--- config.mk ---
export PLATFORM = sky130hd
export DESIGN_NAME = alu_op_sequencer_flat
export DESIGN_NICKNAME = d
export VERILOG_FILES = /design/src/rtl/alu_op_sequencer_if.sv /design/src/rtl/alu_op_sequencer.sv /design/src/flat_wrapper.sv
export SDC_FILE = /design/constraint.sdc
export NUM_CORES = 1
export LEC_CHECK = 0
export ABC_AREA = 1
export CORE_ASPECT_RATIO = 0.7
export CORE_MARGIN = 8
export CORE_UTILIZATION = 40
export DETAILED_ROUTE_END_ITERATION = 8
export PLACE_DENSITY = 0.8
export REMOVE_ABC_BUFFERS = 1
export SYNTH_ARGS = -nofsm -noshare
export SYNTH_HDL_FRONTEND = slang
export SYNTH_SLANG_ARGS = --single-unit
--- constraint.sdc ---
create_clock -name clk -period 3.8 [get_ports clk]
set_input_delay 0.38 -clock clk [delete_from_list [all_inputs] [get_ports clk]]
set_output_delay 0.38 -clock clk [all_outputs]
set_load 0.01 [all_outputs]
--- src/rtl/alu_op_sequencer_if.sv ---
// Command and response streams between a command source and alu_op_sequencer.
// master = command source / result consumer, slave = the sequencer.
interface alu_op_sequencer_if #(
    parameter int unsigned WIDTH = 8
);
    logic             cmd_valid;
    logic             cmd_ready;
    logic [3:0]       cmd_op;
    logic [WIDTH-1:0] cmd_data;
    logic             cmd_load;
    logic             res_valid;
    logic             res_ready;
    logic [WIDTH-1:0] res_data;
    logic             res_carry;
    logic             res_zero;

    modport master (
        output cmd_valid, cmd_op, cmd_data, cmd_load, res_ready,
        input  cmd_ready, res_valid, res_data, res_carry, res_zero
    );

    modport slave (
        input  cmd_valid, cmd_op, cmd_data, cmd_load, res_ready,
        output cmd_ready, res_valid, res_data, res_carry, res_zero
    );
endinterface

--- src/rtl/alu_op_sequencer.sv ---
// Drives an external combinational ALU from registered operands, folds each result
// into an accumulator with carry/zero flags, and returns it on a backpressured stream.
module alu_op_sequencer #(
    parameter int unsigned      WIDTH    = 8,
    parameter logic [WIDTH-1:0] ACC_INIT = '0
) (
    input  logic               clk,
    input  logic               rst,
    alu_op_sequencer_if.slave  bus,
    output logic [WIDTH-1:0]   alu_a,
    output logic [WIDTH-1:0]   alu_b,
    output logic [3:0]         alu_sel,
    output logic               alu_cin,
    input  logic [WIDTH-1:0]   alu_y,
    output logic               busy
);

    typedef enum logic [1:0] {
        IDLE  = 2'd0,
        ISSUE = 2'd1,
        RESP  = 2'd2
    } state_t;

    state_t           state;
    logic [WIDTH-1:0] acc;
    logic [WIDTH-1:0] b_q;
    logic [3:0]       sel_q;
    logic             carry;
    logic             carry_next;
    logic             res_valid_q;
    logic [WIDTH-1:0] res_data_q;
    logic             res_carry_q;
    logic             res_zero_q;

    // Carry is only meaningful for the increment and add ops; everything else keeps it.
    always_comb begin
        carry_next = carry;
        unique case (sel_q)
            4'b0001: carry_next = (acc == '1);
            4'b0110: carry_next = (alu_y < acc);
            4'b0111: carry_next = (alu_y < acc) || (carry && (alu_y == acc));
            default: carry_next = carry;
        endcase
    end

    always_ff @(posedge clk or posedge rst) begin
        if (rst) begin
            state       <= IDLE;
            acc         <= ACC_INIT;
            carry       <= 1'b0;
            b_q         <= '0;
            sel_q       <= '0;
            res_valid_q <= 1'b0;
            res_data_q  <= '0;
            res_carry_q <= 1'b0;
            res_zero_q  <= 1'b0;
        end else begin
            unique case (state)
                IDLE: begin
                    if (bus.cmd_valid) begin
                        sel_q <= bus.cmd_op;
                        b_q   <= bus.cmd_data;
                        if (bus.cmd_load) begin
                            acc         <= bus.cmd_data;
                            res_data_q  <= bus.cmd_data;
                            res_carry_q <= carry;
                            res_zero_q  <= (bus.cmd_data == '0);
                            res_valid_q <= 1'b1;
                            state       <= RESP;
                        end else begin
                            state <= ISSUE;
                        end
                    end
                end
                ISSUE: begin
                    acc         <= alu_y;
                    carry       <= carry_next;
                    res_data_q  <= alu_y;
                    res_carry_q <= carry_next;
                    res_zero_q  <= (alu_y == '0);
                    res_valid_q <= 1'b1;
                    state       <= RESP;
                end
                RESP: begin
                    if (bus.res_ready) begin
                        res_valid_q <= 1'b0;
                        state       <= IDLE;
                    end
                end
                default: state <= IDLE;
            endcase
        end
    end

    assign alu_a   = acc;
    assign alu_b   = b_q;
    assign alu_sel = sel_q;
    assign alu_cin = carry;

    assign bus.cmd_ready = (state == IDLE);
    assign busy          = (state != IDLE);
    assign bus.res_valid = res_valid_q;
    assign bus.res_data  = res_data_q;
    assign bus.res_carry = res_carry_q;
    assign bus.res_zero  = res_zero_q;

endmodule

--- src/flat_wrapper.sv ---
// flat-port wrapper written by rule: the top's interface ports become plain ports
module alu_op_sequencer_flat 
#(
    parameter int unsigned      WIDTH    = 8,
    parameter logic [WIDTH-1:0] ACC_INIT = '0
)
  (clk, rst, alu_a, alu_b, alu_sel, alu_cin, alu_y, busy, bus_cmd_valid, bus_cmd_op, bus_cmd_data, bus_cmd_load, bus_res_ready, bus_cmd_ready, bus_res_valid, bus_res_data, bus_res_carry, bus_res_zero);
  alu_op_sequencer_if #(.WIDTH(WIDTH)) bus_i ();
  input  logic clk;
  input  logic rst;
  output logic [WIDTH-1:0] alu_a;
  output logic [WIDTH-1:0] alu_b;
  output logic [3:0] alu_sel;
  output logic alu_cin;
  input  logic [WIDTH-1:0] alu_y;
  output logic busy;
  input wire logic [$bits(bus_i.cmd_valid)-1:0] bus_cmd_valid;
  input wire logic [$bits(bus_i.cmd_op)-1:0] bus_cmd_op;
  input wire logic [$bits(bus_i.cmd_data)-1:0] bus_cmd_data;
  input wire logic [$bits(bus_i.cmd_load)-1:0] bus_cmd_load;
  input wire logic [$bits(bus_i.res_ready)-1:0] bus_res_ready;
  output wire logic [$bits(bus_i.cmd_ready)-1:0] bus_cmd_ready;
  output wire logic [$bits(bus_i.res_valid)-1:0] bus_res_valid;
  output wire logic [$bits(bus_i.res_data)-1:0] bus_res_data;
  output wire logic [$bits(bus_i.res_carry)-1:0] bus_res_carry;
  output wire logic [$bits(bus_i.res_zero)-1:0] bus_res_zero;
  assign bus_i.cmd_valid = bus_cmd_valid;
  assign bus_i.cmd_op = bus_cmd_op;
  assign bus_i.cmd_data = bus_cmd_data;
  assign bus_i.cmd_load = bus_cmd_load;
  assign bus_i.res_ready = bus_res_ready;
  assign bus_cmd_ready = bus_i.cmd_ready;
  assign bus_res_valid = bus_i.res_valid;
  assign bus_res_data = bus_i.res_data;
  assign bus_res_carry = bus_i.res_carry;
  assign bus_res_zero = bus_i.res_zero;
  alu_op_sequencer #(.WIDTH(WIDTH), .ACC_INIT(ACC_INIT)) u_core (.clk(clk), .rst(rst), .bus(bus_i), .alu_a(alu_a), .alu_b(alu_b), .alu_sel(alu_sel), .alu_cin(alu_cin), .alu_y(alu_y), .busy(busy));
endmodule
==> results.sh <==
export IMPL_initial_core_util=0.405
export IMPL_grt_ovfl_total=0
export IMPL_fin_tns_setup_ns=0
export IMPL_place_hpwl_um=3210
export IMPL_die_h_um=67.9
export IMPL_synth_simple_area_share=0.176
export IMPL_dr_total_vias=1373
export IMPL_dr_wl_met2_um=1660
export IMPL_regToRegStartpoint="u_core.state[1]"
export IMPL_drt_wirelength_per_cell_um=13.8
export IMPL_p_leak_nw=1.01
export IMPL_cts_root_buffer="clkbuf_8"
export IMPL_synth_area_mm2=0.00154
export IMPL_cts_tree="yes"
export IMPL_htree_levels=1
export IMPL_synth_edf_count=0
export IMPL_clk_pin_slew_worst_paths_ns=0.08
export IMPL_slew_headroom=0.365
export IMPL_hold_violations=0
export IMPL_rsz0062_at_grt="no"
export IMPL_netlist_cell_type_count=28
export IMPL_fin_util=0.563
export IMPL_skew_ns=0.00599
export IMPL_ys_seq_area_frac=0.423
export IMPL_grt_max_degree=27
export IMPL_cp_num_cells=4
export IMPL_synth_top_family_by_area="simple AND/OR/NAND/NOR gates"
export IMPL_core_area_mm2=0.00380
export IMPL_cp_startpoint="u_core.state[0]"
export IMPL_p_per_area_mw_per_mm2=775
export IMPL_start_kind="flip-flop"
export IMPL_reg2reg_to="u_core.bus.res_zero"
export IMPL_synth_most_common_cell="nand2_1"
export IMPL_cp_cell_sequence="inv_1, ha_1, inv_2, clkdlybuf4s50_1"
export IMPL_cts_hold_buf=0
export IMPL_wl_met1_um=1910
export IMPL_nFillCells=364
export IMPL_period_minus_slack_ns=2.01
export IMPL_wl_met3_um=339
export IMPL_firstDrtPassIters=4
export IMPL_area_growth_pct=39.3
export IMPL_clock_latency_ns=0.27
export IMPL_path_buf_inv=3
export IMPL_reg2regPathDepth=7
export IMPL_antenna_cells=0
export IMPL_drtIter0Drc=122
export IMPL_cp_top_family="buffers and inverters"
export IMPL_wirelength_um=3930
export IMPL_synth_top_cell_area_share=0.423
export IMPL_grt_usage=0.129
export IMPL_synthMuxAreaShare=0.0220
export IMPL_topRoutingLayerUsed="met4"
export IMPL_worstMarginPinSlew_ns=0.952
export IMPL_synthArstFlopShare=1.00
export IMPL_drv_slew=0
export IMPL_grt_pass1_wl_um=6450
export IMPL_outcome="completed"
export IMPL_required_ns=3.42
export IMPL_fin_nets=270
export IMPL_die_width_um=90.1
export IMPL_yosys_top_cells_area="dfrtp_1, nand2_1, ha_1, inv_1, o21ai_0"
export IMPL_cts_made_buffers=3
export IMPL_hp_class="reg -> reg"
export IMPL_max_freq_mhz=498
export IMPL_yosys_area_share_adder=0.0894
export IMPL_path_class="reg -> out"
export IMPL_io_buffers=58
export IMPL_synthXorXnorAreaFrac=0
export IMPL_synth_top_area_cell="dfrtp_1"
export IMPL_io_pins=59
export IMPL_worstPathArrival_ns=1.63
export IMPL_cts_resized=0
export IMPL_period_share=0.528
export IMPL_drc=0
export IMPL_hp_start="u_core.alu_b[1]"
export IMPL_clock_sinks=26
export IMPL_via_per_inst=4.82
export IMPL_grt_pass1_vias=1349
export IMPL_synth_seq_cells=26
export IMPL_synthFlopType="dfrtp_1"
export IMPL_synth_compound_area_frac=0.151
export IMPL_critPathMaxStageDelay_ns=0.54
export IMPL_cts_setup_buffers=0
export IMPL_drive_gt1_frac=0.0687
export IMPL_hold_ws_ns=0.505
export IMPL_layout_setup_ws_ns=1.79
export IMPL_worst_setup_path_end_kind="output pin"
export IMPL_slowest_stage="clkdlybuf4s50_1"
export IMPL_cp_endpoint="busy"
export IMPL_worst_r2r_setup_slack_ns=1.89
export IMPL_clk_path_buf_depth=2
export IMPL_synth_avg_cell_area_um2=8.36
export IMPL_synth_commonest_cells="nand2_1, inv_1, dfrtp_1"
export IMPL_place_ws_ns=1.79
export IMPL_ant_nets=0
export IMPL_worstPathMaxFanout=5
export IMPL_rows=19
export IMPL_routabilityCongestion=0.870
export IMPL_ir_drop_mv=0.429
export IMPL_ys_warn_count=0
export IMPL_setup_viol=0
export IMPL_die_area_mm2=0.00612
export IMPL_synthCells=184
export IMPL_antenna_found_initial=0
export IMPL_maxCapViolations=0
[worst min path at each step]
stage / to / slack (ns) / cells past startpoint
after global placement: u_core.alu_b[1] / 0.47 / 2
final: u_core.alu_b[1] / 0.50 / 2
after global routing: u_core.bus.res_valid / 0.53 / 2
after CTS: u_core.alu_b[1] / 0.50 / 2
after detailed placement: u_core.alu_b[1] / 0.48 / 2
after floorplan: u_core.alu_a[0] / 0.42 / 1
[layout by cell type, fill, tap and decap left out, drive strengths merged]
master and n:
a21boi 1, o21ai 18, ha 11, clkbuf 4, a21o 1, clkdlybuf4s50 58
inv 31, nand2 42, nand4 5, a211oi 1, nor4 2, o22ai 1
nor2 10, nor3 2, dfrtp 26, nand3 3, mux2 3, a21oi 7
o211ai 7
[where the power goes]
| part | leakage [nW] | switching (mW) | internal, mW | total (mW) |
|---|---|---|---|---|
| clock | 0.0288 | 0.0840 | 0.0926 | 0.177 |
| sequential | 0.317 | 0.108 | 0.410 | 0.518 |
| combinational | 0.666 | 0.478 | 0.488 | 0.966 |
| total | 1.01 | 0.670 | 0.991 | 1.66 |
[registers in the layout (all words and copies together) (netlist names)]
name and count:
u_core.bus.res_carry 1, u_core.alu_cin 1, u_core.alu_sel 4, u_core.alu_a 8, u_core.bus.res_valid 1, u_core.state 2
u_core.bus.res_zero 1, u_core.alu_b 8
[area by class of cell]
cell class	count	area, µm²	area share
clock buffer	4	55.1	0.0257
multi-input combinational	114	676	0.315
timing repair buffer	58	581	0.271
tap	52	65.1	0.0304
inverter	31	116	0.0543
sequential	26	651	0.304
[cells by family (layout without fill, tap and decap cells)]
logic type	count (synthesis)	after routing
adder cells (fa/ha/maj)	11	11
buffers and inverters	44	93
multiplexers	3	3
AO/OA/AOI/OAI	36	36
AND/OR/NAND/NOR	64	64
flip-flops	26	26
[worst min-delay path, stage by stage, from the launching register on]
cell,delay (ns)
dfrtp_1,0.36
nand2_1,0.05
o21ai_0,0.06
[stage by stage]
step | std cells | total power, mW | area (µm²)
after floorplan | 171 | 0.997 | 1440
after global placement | 281 | 1.47 | 2090
after detailed placement | 281 | 1.50 | 2090
after CTS | 285 | 1.68 | 2140
after global routing | 285 | 1.81 | 2140
final | 285 | 1.66 | 2140
[metal layers]
layer	vias to the layer above	track usage
li1	686	-
met1	633	0.169
met2	50	0.203
met3	4	0.0548
met4	0	0.0144
met5	-	0
(Power assumes the default switching activity.)
